$ cat config.mk
export PLATFORM = sky130hd
export DESIGN_NAME = gray_cnt_monitor
export DESIGN_NICKNAME = d
export VERILOG_FILES = /design/src/rtl/gray_pkg.sv /design/src/rtl/gray_decode_stage.sv /design/src/rtl/gray_cnt_monitor.sv
export SDC_FILE = /design/constraint.sdc
export NUM_CORES = 1
export LEC_CHECK = 0
export ABC_CLOCK_PERIOD_IN_PS = 3600
export CORE_UTILIZATION = 52
export CTS_BUF_LIST = sky130_fd_sc_hd__clkbuf_4 sky130_fd_sc_hd__clkbuf_8 sky130_fd_sc_hd__clkbuf_16
export CTS_CLUSTER_SIZE = 25
export DETAILED_ROUTE_END_ITERATION = 10
export GPL_TIMING_DRIVEN = 0
export PLACE_DENSITY = 0.89
export SLEW_MARGIN = 20
export SYNTH_ARGS = -nofsm -noshare
export SYNTH_HDL_FRONTEND = slang
export SYNTH_HIERARCHICAL = 1
export SYNTH_SLANG_ARGS = --single-unit
$ cat constraint.sdc
create_clock -name clk_i -period 3.6 [get_ports clk_i]
set_input_delay 0.36 -clock clk_i [delete_from_list [all_inputs] [get_ports clk_i]]
set_output_delay 0.36 -clock clk_i [all_outputs]
set_load 0.005 [all_outputs]
$ cat src/rtl/gray_pkg.sv
// Shared types, constants and the Gray-to-binary helper for the Gray count monitor.
package gray_pkg;

   localparam int ERR_CNT_W  = 8;
   localparam int GRAY_MAX_W = 32;

   typedef enum logic {
      ACQ    = 1'b0,
      LOCKED = 1'b1
   } state_t;

   // XOR prefix from the MSB; narrower codes are zero-extended by the caller,
   // which leaves the decoded low bits unchanged for any width up to GRAY_MAX_W.
   function automatic logic [GRAY_MAX_W-1:0] gray2bin(input logic [GRAY_MAX_W-1:0] gray);
      logic [GRAY_MAX_W-1:0] bin;
      bin[GRAY_MAX_W-1] = gray[GRAY_MAX_W-1];
      for (int i = GRAY_MAX_W - 2; i >= 0; i--) begin
         bin[i] = bin[i+1] ^ gray[i];
      end
      return bin;
   endfunction

endpackage

$ cat src/rtl/gray_decode_stage.sv
// Two-stage Gray capture and decode; exposes the stage-1 decode so the checker
// can register its verdict alongside the stage-2 binary output.
module gray_decode_stage
   import gray_pkg::*;
#(
   parameter int BIT_SIZE = 4
) (
   input  logic                clk_i,
   input  logic                rst_i,
   input  logic [BIT_SIZE-1:0] gray_i,
   output logic [BIT_SIZE-1:0] dec_bin_o,
   output logic                dec_valid_o,
   output logic [BIT_SIZE-1:0] bin_o,
   output logic                bin_valid_o
);

   logic [BIT_SIZE-1:0] gray_q;
   logic                v1;

   assign dec_bin_o   = BIT_SIZE'(gray2bin(GRAY_MAX_W'(gray_q)));
   assign dec_valid_o = v1;

   // NOTE: non-blocking assignments so every register samples pre-edge values.
   always_ff @(posedge clk_i) begin
      if (rst_i) begin
         gray_q      <= '0;
         v1          <= 1'b0;
         bin_o       <= '0;
         bin_valid_o <= 1'b0;
      end else begin
         gray_q      <= gray_i;
         v1          <= 1'b1;
         bin_o       <= dec_bin_o;
         bin_valid_o <= v1;
      end
   end

endmodule

$ cat src/rtl/gray_cnt_monitor.sv
// Gray count checker: decodes the upstream count and verifies each step against
// (ref + INCREMENT) mod SIZE, reporting wraps, step errors and a saturating error count.
module gray_cnt_monitor
   import gray_pkg::*;
#(
   parameter int SIZE       = 10,
   parameter int BIT_SIZE   = 4,
   parameter int INCREMENT  = 1,
   parameter int ALLOW_HOLD = 0
) (
   input  logic                 clk_i,
   input  logic                 rst_i,
   input  logic [BIT_SIZE-1:0]  gray_i,
   output logic [BIT_SIZE-1:0]  bin_o,
   output logic                 bin_valid_o,
   output logic                 locked_o,
   output logic                 wrap_o,
   output logic                 err_o,
   output logic [ERR_CNT_W-1:0] err_cnt_o
);

   localparam int SUM_W = BIT_SIZE + 1;

   logic [BIT_SIZE-1:0]  dec_bin;
   logic                 dec_valid;

   state_t               state_q, state_d;
   logic [BIT_SIZE-1:0]  ref_q, ref_d;
   logic                 ref_valid_q, ref_valid_d;
   logic                 err_d, wrap_d;
   logic                 err_q, wrap_q;
   logic [ERR_CNT_W-1:0] err_cnt_q;

   logic [SUM_W-1:0]     sum;
   logic [BIT_SIZE-1:0]  exp_bin;
   logic                 wrap_step, out_of_range, is_step, is_hold;

   gray_decode_stage #(
      .BIT_SIZE(BIT_SIZE)
   ) u_decode (
      .clk_i      (clk_i),
      .rst_i      (rst_i),
      .gray_i     (gray_i),
      .dec_bin_o  (dec_bin),
      .dec_valid_o(dec_valid),
      .bin_o      (bin_o),
      .bin_valid_o(bin_valid_o)
   );

   // One extra bit so ref + INCREMENT cannot overflow before the modulo fold.
   assign sum          = {1'b0, ref_q} + SUM_W'(INCREMENT);
   assign wrap_step    = (sum >= SUM_W'(SIZE));
   assign exp_bin      = wrap_step ? BIT_SIZE'(sum - SUM_W'(SIZE)) : BIT_SIZE'(sum);
   assign out_of_range = ({1'b0, dec_bin} >= SUM_W'(SIZE));
   assign is_step      = (dec_bin == exp_bin);
   assign is_hold      = (ALLOW_HOLD != 0) && (dec_bin == ref_q);

   // NOTE: every variable gets a default first so no path infers a latch.
   always_comb begin
      state_d     = state_q;
      ref_d       = ref_q;
      ref_valid_d = ref_valid_q;
      err_d       = 1'b0;
      wrap_d      = 1'b0;
      if (dec_valid) begin
         if (out_of_range) begin
            err_d       = 1'b1;
            state_d     = ACQ;
            ref_valid_d = 1'b0;
         end else begin
            unique case (state_q)
               ACQ: begin
                  if (ref_valid_q && is_step) state_d = LOCKED;
                  ref_d       = dec_bin;
                  ref_valid_d = 1'b1;
               end
               LOCKED: begin
                  if (is_step) begin
                     ref_d  = dec_bin;
                     wrap_d = wrap_step;
                  end else if (!is_hold) begin
                     err_d   = 1'b1;
                     state_d = ACQ;
                     ref_d   = dec_bin;
                  end
               end
               default: state_d = ACQ;
            endcase
         end
      end
   end

   always_ff @(posedge clk_i) begin
      if (rst_i) begin
         state_q     <= ACQ;
         ref_q       <= '0;
         ref_valid_q <= 1'b0;
         err_q       <= 1'b0;
         wrap_q      <= 1'b0;
         err_cnt_q   <= '0;
      end else begin
         state_q     <= state_d;
         ref_q       <= ref_d;
         ref_valid_q <= ref_valid_d;
         err_q       <= err_d;
         wrap_q      <= wrap_d;
         if (err_d && (err_cnt_q != '1)) err_cnt_q <= err_cnt_q + ERR_CNT_W'(1);
      end
   end

   assign locked_o  = (state_q == LOCKED);
   assign wrap_o    = wrap_q;
   assign err_o     = err_q;
   assign err_cnt_o = err_cnt_q;

endmodule
Word level (Yosys, flattened, before mapping)
Index checks and enable logic that the tools add are counted.
Widths: inputs -> output; s select.
{"block": "totals", "regBits": 26, "out_inout_bits": 16}
{"block": "classes", "addsub": 3, "n_lt_le_gt_ge": 2, "n_eq_ne": 3, "mux": 12, "n_bitwise": 7, "reduce_logical": 5}
{"cell": "$mux 1", "count": 10}
{"cell": "$add 8x1->8 const B", "count": 1}
{"cell": "$ne 8x8->1 const B", "count": 1}
{"cell": "$add 4x1->5 const B", "count": 1}
{"cell": "$ge 5x4->1 const B", "count": 1}
{"cell": "$reduce_or 5->1", "count": 1}
{"cell": "$eq 4x4->1", "count": 1}
{"cell": "$ge 4x4->1 const B", "count": 1}
{"cell": "$mux 4", "count": 1}
{"cell": "$not 1->1", "count": 4}
{"cell": "$reduce_and 2->1", "count": 2}
{"cell": "$sub 4x4->4 const B", "count": 1}
{"cell": "$xor 1x1->1", "count": 3}
{"cell": "$logic_and 1x1->1", "count": 2}
{"cell": "$ne 2x1->1 const B", "count": 1}
{"cell": "$pmux 1 s2", "count": 1}

Depth between registers and ports, before layout
{"block": "logic_depth", "depth_word": 9, "mapped_depth": 11}

Hierarchy
The synthesis kept the hierarchy.
{"mod": "gray_cnt_monitor", "instances": 1, "cells_per_inst": 119, "area_per_inst_um2": 993.5}
{"mod": "gray_decode_stage", "instances": 1, "cells_per_inst": 25, "area_per_inst_um2": 317.8}

Worst setup path before layout
Ideal clock, no wire load.
{"block": "synth_path", "kind": "reg2reg", "startpoint": "register ref_q[0]", "endpoint": "register err_cnt_q[3] (netlist: err_cnt_o[3])", "arrival_ns": 2.727, "slack_ns": 0.749, "path_stages_with_launch": 11, "path_buffers": 0, "synth_period_minus_slack_ns": 2.851, "path_cell_list": "dfxtp_1 > ha_1 > xor2_1 > inv_1 > ha_1 > and3_1 > o31a_1 > o21a_1 > a41o_4 > nor4b_1 > mux2_1"}
{"block": "synth_via", "elab_chain_cells": 9, "word_cells_on_any_way": 10}
{"item": "start: declaration", "line": "gray_cnt_monitor.sv:28", "text": "logic [BIT_SIZE-1:0] ref_q, ref_d;"}
{"item": "start signal: assignment", "line": "gray_cnt_monitor.sv:103", "text": "ref_q <= ref_d;"}
{"item": "$add 4x1->5 (*)", "line": "gray_cnt_monitor.sv:51", "text": "assign sum = {1'b0, ref_q} + SUM_W'(INCREMENT);"}
{"item": "$sub 4x4->4 / $ge 5x4->1 (equally long branches)", "line": "gray_cnt_monitor.sv:53, gray_cnt_monitor.sv:52"}
{"item": "$mux 4 (*)", "line": "gray_cnt_monitor.sv:53", "text": "assign exp_bin = wrap_step ? BIT_SIZE'(sum - SUM_W'(SIZE)) : BIT_SIZE'(sum);"}
{"item": "$eq 4x4->1 (*)", "line": "gray_cnt_monitor.sv:55", "text": "assign is_step = (dec_bin == exp_bin);"}
{"item": "$mux 1 (*)", "line": "gray_cnt_monitor.sv:78", "text": "if (is_step) begin"}
{"item": "$mux 1 (*)", "line": "gray_cnt_monitor.sv:71", "text": "unique case (state_q)"}
{"item": "$mux 1 (*)", "line": "gray_cnt_monitor.sv:66", "text": "if (out_of_range) begin"}
{"item": "$mux 1 (*)", "line": "gray_cnt_monitor.sv:65", "text": "if (dec_valid) begin"}
{"item": "$logic_and 1x1->1 (*)", "line": "gray_cnt_monitor.sv:107", "text": "if (err_d && (err_cnt_q != '1)) err_cnt_q <= err_cnt_q + ERR_CNT_W'(1);"}
{"item": "end signal: assignment", "line": "gray_cnt_monitor.sv:107"}
{"item": "end: declaration", "line": "gray_cnt_monitor.sv:32", "text": "logic [ERR_CNT_W-1:0] err_cnt_q;"}
Mark *: on every way between the ends. The rest lies on a longest branch, timed or not.
A chain may end at the register's enable or synchronous reset.

Final worst setup path
{"block": "layout_path", "startpoint": "register ref_q[0]", "endpoint": "register err_cnt_q[5] (netlist: err_cnt_o[5])"}
Same word-level chain as after synthesis.

==> flow_summary.json <==
{
  "finalCritPeriodShare_pct": 88.79,
  "clock_sinks": 26,
  "crit_path_end_kind": "flip-flop",
  "area_of_the_mapped_netlist_sq_um": 1311,
  "fin_worst_skew_ps": 0.9727,
  "overflow": 0,
  "wirelength_microns": 2562,
  "area_used_by_multi_input_combinational_logic_sq_um": 753.2,
  "cts.repair_timing.setup_buffer_count": 0,
  "ys_top_cells_by_area": "dfxtp_1 40%, nor2b_1 5.2%, ha_1 3.8%",
  "netlist.area_leader.share_pct": 39.69,
  "numCtsBuffers": 3,
  "final_layout_size_suffix_gt1_share_pct": 6.548,
  "critical_path.reg2reg.endpoint": "err_cnt_o[5]",
  "hold_path_end": "err_cnt_o[6]",
  "critical_path.slowest_cell": "dfxtp_1",
  "fin_crit_ps": 3196,
  "worstSetupPathType": "reg2reg",
  "grt_setup_unrepaired": "false",
  "drt_iter0_drc": 22,
  "area_delta_synth_final_pct": 20.42,
  "drc_errors": 0,
  "wire_length_of_the_first_global_routing_pass_microns": 4333,
  "route.detailed.vias_per_inst": 5.709,
  "busiest_layer": "met2",
  "mappedNetlistNets": 154,
  "synth_largest_area_cell": "dfxtp_1",
  "report.final.hold_viol_count": 0,
  "critical_path.startpoint_type": "flip-flop",
  "port-buffer-count": 21,
  "avgSynthCellArea_sq_um": 9.106,
  "reg2reg_from": "ref_q[0]",
  "power_after_layout_mw": 0.5548,
  "initial_antenna_violation_count": 0,
  "floorplan.initialDensity_pct": 57.08,
  "num_vias": 1119,
  "synth_edf_count": 0,
  "synthesis.yosys.warnings": 6,
  "yosysUniqueCellTypes": 44,
  "crit_chain": "ha_1 > xor2_1 > inv_1 > ha_1 > nor2b_1 > mux2_2 > o21ba_1 > o221ai_1 > a41o_4 > nor4b_1 > mux2_1",
  "clk-insertion-delay-late_ps": 310,
  "synthArstFlopShare_pct": 0,
  "maximum_buffer_depth_of_the_clock_tree": 2,
  "ant_nets": 0,
  "groute.layer.met3.usage_pct": 2.029,
  "worst_margin_slew_ps": 515.9,
  "power_density_nw_per_um2": 351.4,
  "fmax_mhz": 312.8,
  "antenna_cells_inserted": 0,
  "synth.cells.most_frequent": "26 x dfxtp_1, 13 x nor2_1, 11 x nand2_1, 11 x nor2b_1, 8 x a21oi_1",
  "timing.critical_path.slowest_cell_delay_ps": 480,
  "cts_tree": "built",
  "r2r.worst_path.cells": 11,
  "grt_util_met1_pct": 25.55,
  "irDropWorstVdd_v": 0.0003175,
  "ctsResizeCount": 0,
  "outcome": "finished clean",
  "max-slew-margin-rel_pct": 65.49,
  "timing.hold.worst_path_depth": 1,
  "clk_root_buffer_cell": "clkbuf_4",
  "number_of_global_route_vias_before_repair": 1065,
  "slew_viol_final": 0,
  "cts_hold_repair.buffers": 0,
  "report.final.setup_viol": 0,
  "cts.reportedPaths.clkPinSlew_ps": 130,
  "leakage_nw": 0.6186,
  "core_sq_um": 2297,
  "htreeDepth": 1,
  "fp.dieH_microns": 52.22,
  "timing.critical_path.arrival_ps": 3410,
  "grt_max_degree": 14,
  "ff2ff_setup_slack_ps": 400,
  "synth_seq_cells": 26,
  "fp.dieW_microns": 52.22,
  "timing.hold.worst.start": "err_cnt_o[6]",
  "gpl.final_weighted_congestion": 0.8607,
  "gr-usage-met2_pct": 36.97,
  "final.fill_count": 187,
  "sequential_cell_area_sq_um": 520.5,
  "top_level_ports": 22,
  "die_area_sq_um": 2726,
  "nNetsFinal": 180,
  "cap_violations": 0,
  "synth_top_flop_cell": "dfxtp_1",
  "netlist_instances": 144,
  "yosysMostFrequentCell": "dfxtp_1",
  "synth-seq-area-share_pct": 39.69,
  "cell_with_the_most_instances_on_the_worst_path": "ha_1",
  "worst-endpoint-required_ps": 3810,
  "worstPathMaxFanout": 9,
  "fin_setup_tns_ps": 0,
  "timing.hold.worst.class": "reg2reg",
  "minimum_hold_slack_ps": 517.3,
  "first_pass_iteration_count_of_the_detailed_router": 4,
  "std_cell_rows": 17,
  "routed_wire_length_per_instance_microns": 13.07,
  "place.detailed.hpwl_microns": 1923,
  "globalRouteTotalUtil_pct": 21.15
}
report_power, final:
group / leakage (nW) / switching, mW / internal, mW
registers: 0.213 / 0.0134 / 0.302
clock network: 0.0138 / 0.0788 / 0.0391
logic: 0.392 / 0.0620 / 0.0597
total: 0.619 / 0.154 / 0.401
routing by layer:
layer,vias up,wire [microns]
met5,-,0
met4,0,34
met3,4,93
met2,31,1281
met1,527,1153
li1,557,-
placed cells by master (no fill, tap or decap), types with 2 or more instances in the layout:
cell type / count
and2_1: 3
and3_1: 4
a21oi_1: 8
nor3_1: 6
dfxtp_1: 26
nor4_1: 2
nor4b_1: 2
nor3b_1: 2
o21ai_0: 4
inv_1: 6
ha_1: 4
a41oi_1: 2
nand3_1: 5
nand2_1: 11
clkdlybuf4s50_1: 21
mux2_1: 4
nor2_1: 13
xor2_1: 4
nor2b_1: 11
clkbuf_4: 3
mux2i_1: 2
per-stage QoR:
stage	instance area [sq um]	worst slack [ps]	std cells	util [%]
global route	1579	146.7	196	68.74
detailed placement	1556	431.1	193	67.76
floorplan	1311	749.3	144	-
CTS	1579	408.1	196	68.74
global placement	1556	574.7	193	67.76
finish	1579	403.6	196	68.74
state kept, by name, summed over array words and instances, names as in the netlist:
signal and count:
u_decode/gray_q 4, u_decode/dec_valid_o 1, wrap_o 1, err_cnt_o 8, ref_q 4, u_decode/bin_o 4, ref_valid_q 1, err_o 1
u_decode/bin_valid_o 1, locked_o 1
worst max-delay path by stage:
stage,from,end,slack (ps),cells past startpoint
4_1_cts,ref_q[0],err_cnt_o[3],410,10
5_1_grt,ref_q[0],err_cnt_o[5],150,11
3_5_place_dp,ref_q[0],err_cnt_o[3],430,11
3_3_place_gp,ref_q[0],err_cnt_o[3],570,10
6_report,ref_q[0],err_cnt_o[5],400,11
2_1_floorplan,ref_q[0],err_cnt_o[3],750,10
area by class of cell:
type                       instances  share of cell area [%]
buffer                             3                  0.9509
sequential                        26                   32.96
timing repair buffer              21                   13.31
tap                               28                   2.219
clock buffer                       3                   1.426
multi-input combinational        109                   47.70
inverter                           6                   1.426
cell families after synthesis:
| family | Yosys count | synth area share [%] |
|---|---|---|
| xor gates and xnor gates | 7 | 6.393 |
| adders and majority gates | 4 | 3.817 |
| and+or+nand+nor | 67 | 28.34 |
| muxes | 7 | 5.820 |
| DFF | 26 | 39.69 |
| buffers and inverters | 9 | 2.862 |
| AOI/OAI and AO/OA | 24 | 13.07 |
critical path: cells and delay by family (launching register included):
kind,cells,cell delay (ps)
compound gates,3,650
xor+xnor,1,260
fa+ha+maj,2,550
buf+inv,1,70
flops,1,480
mux,2,570
simple gates,2,510
(Power assumes the default switching activity.)
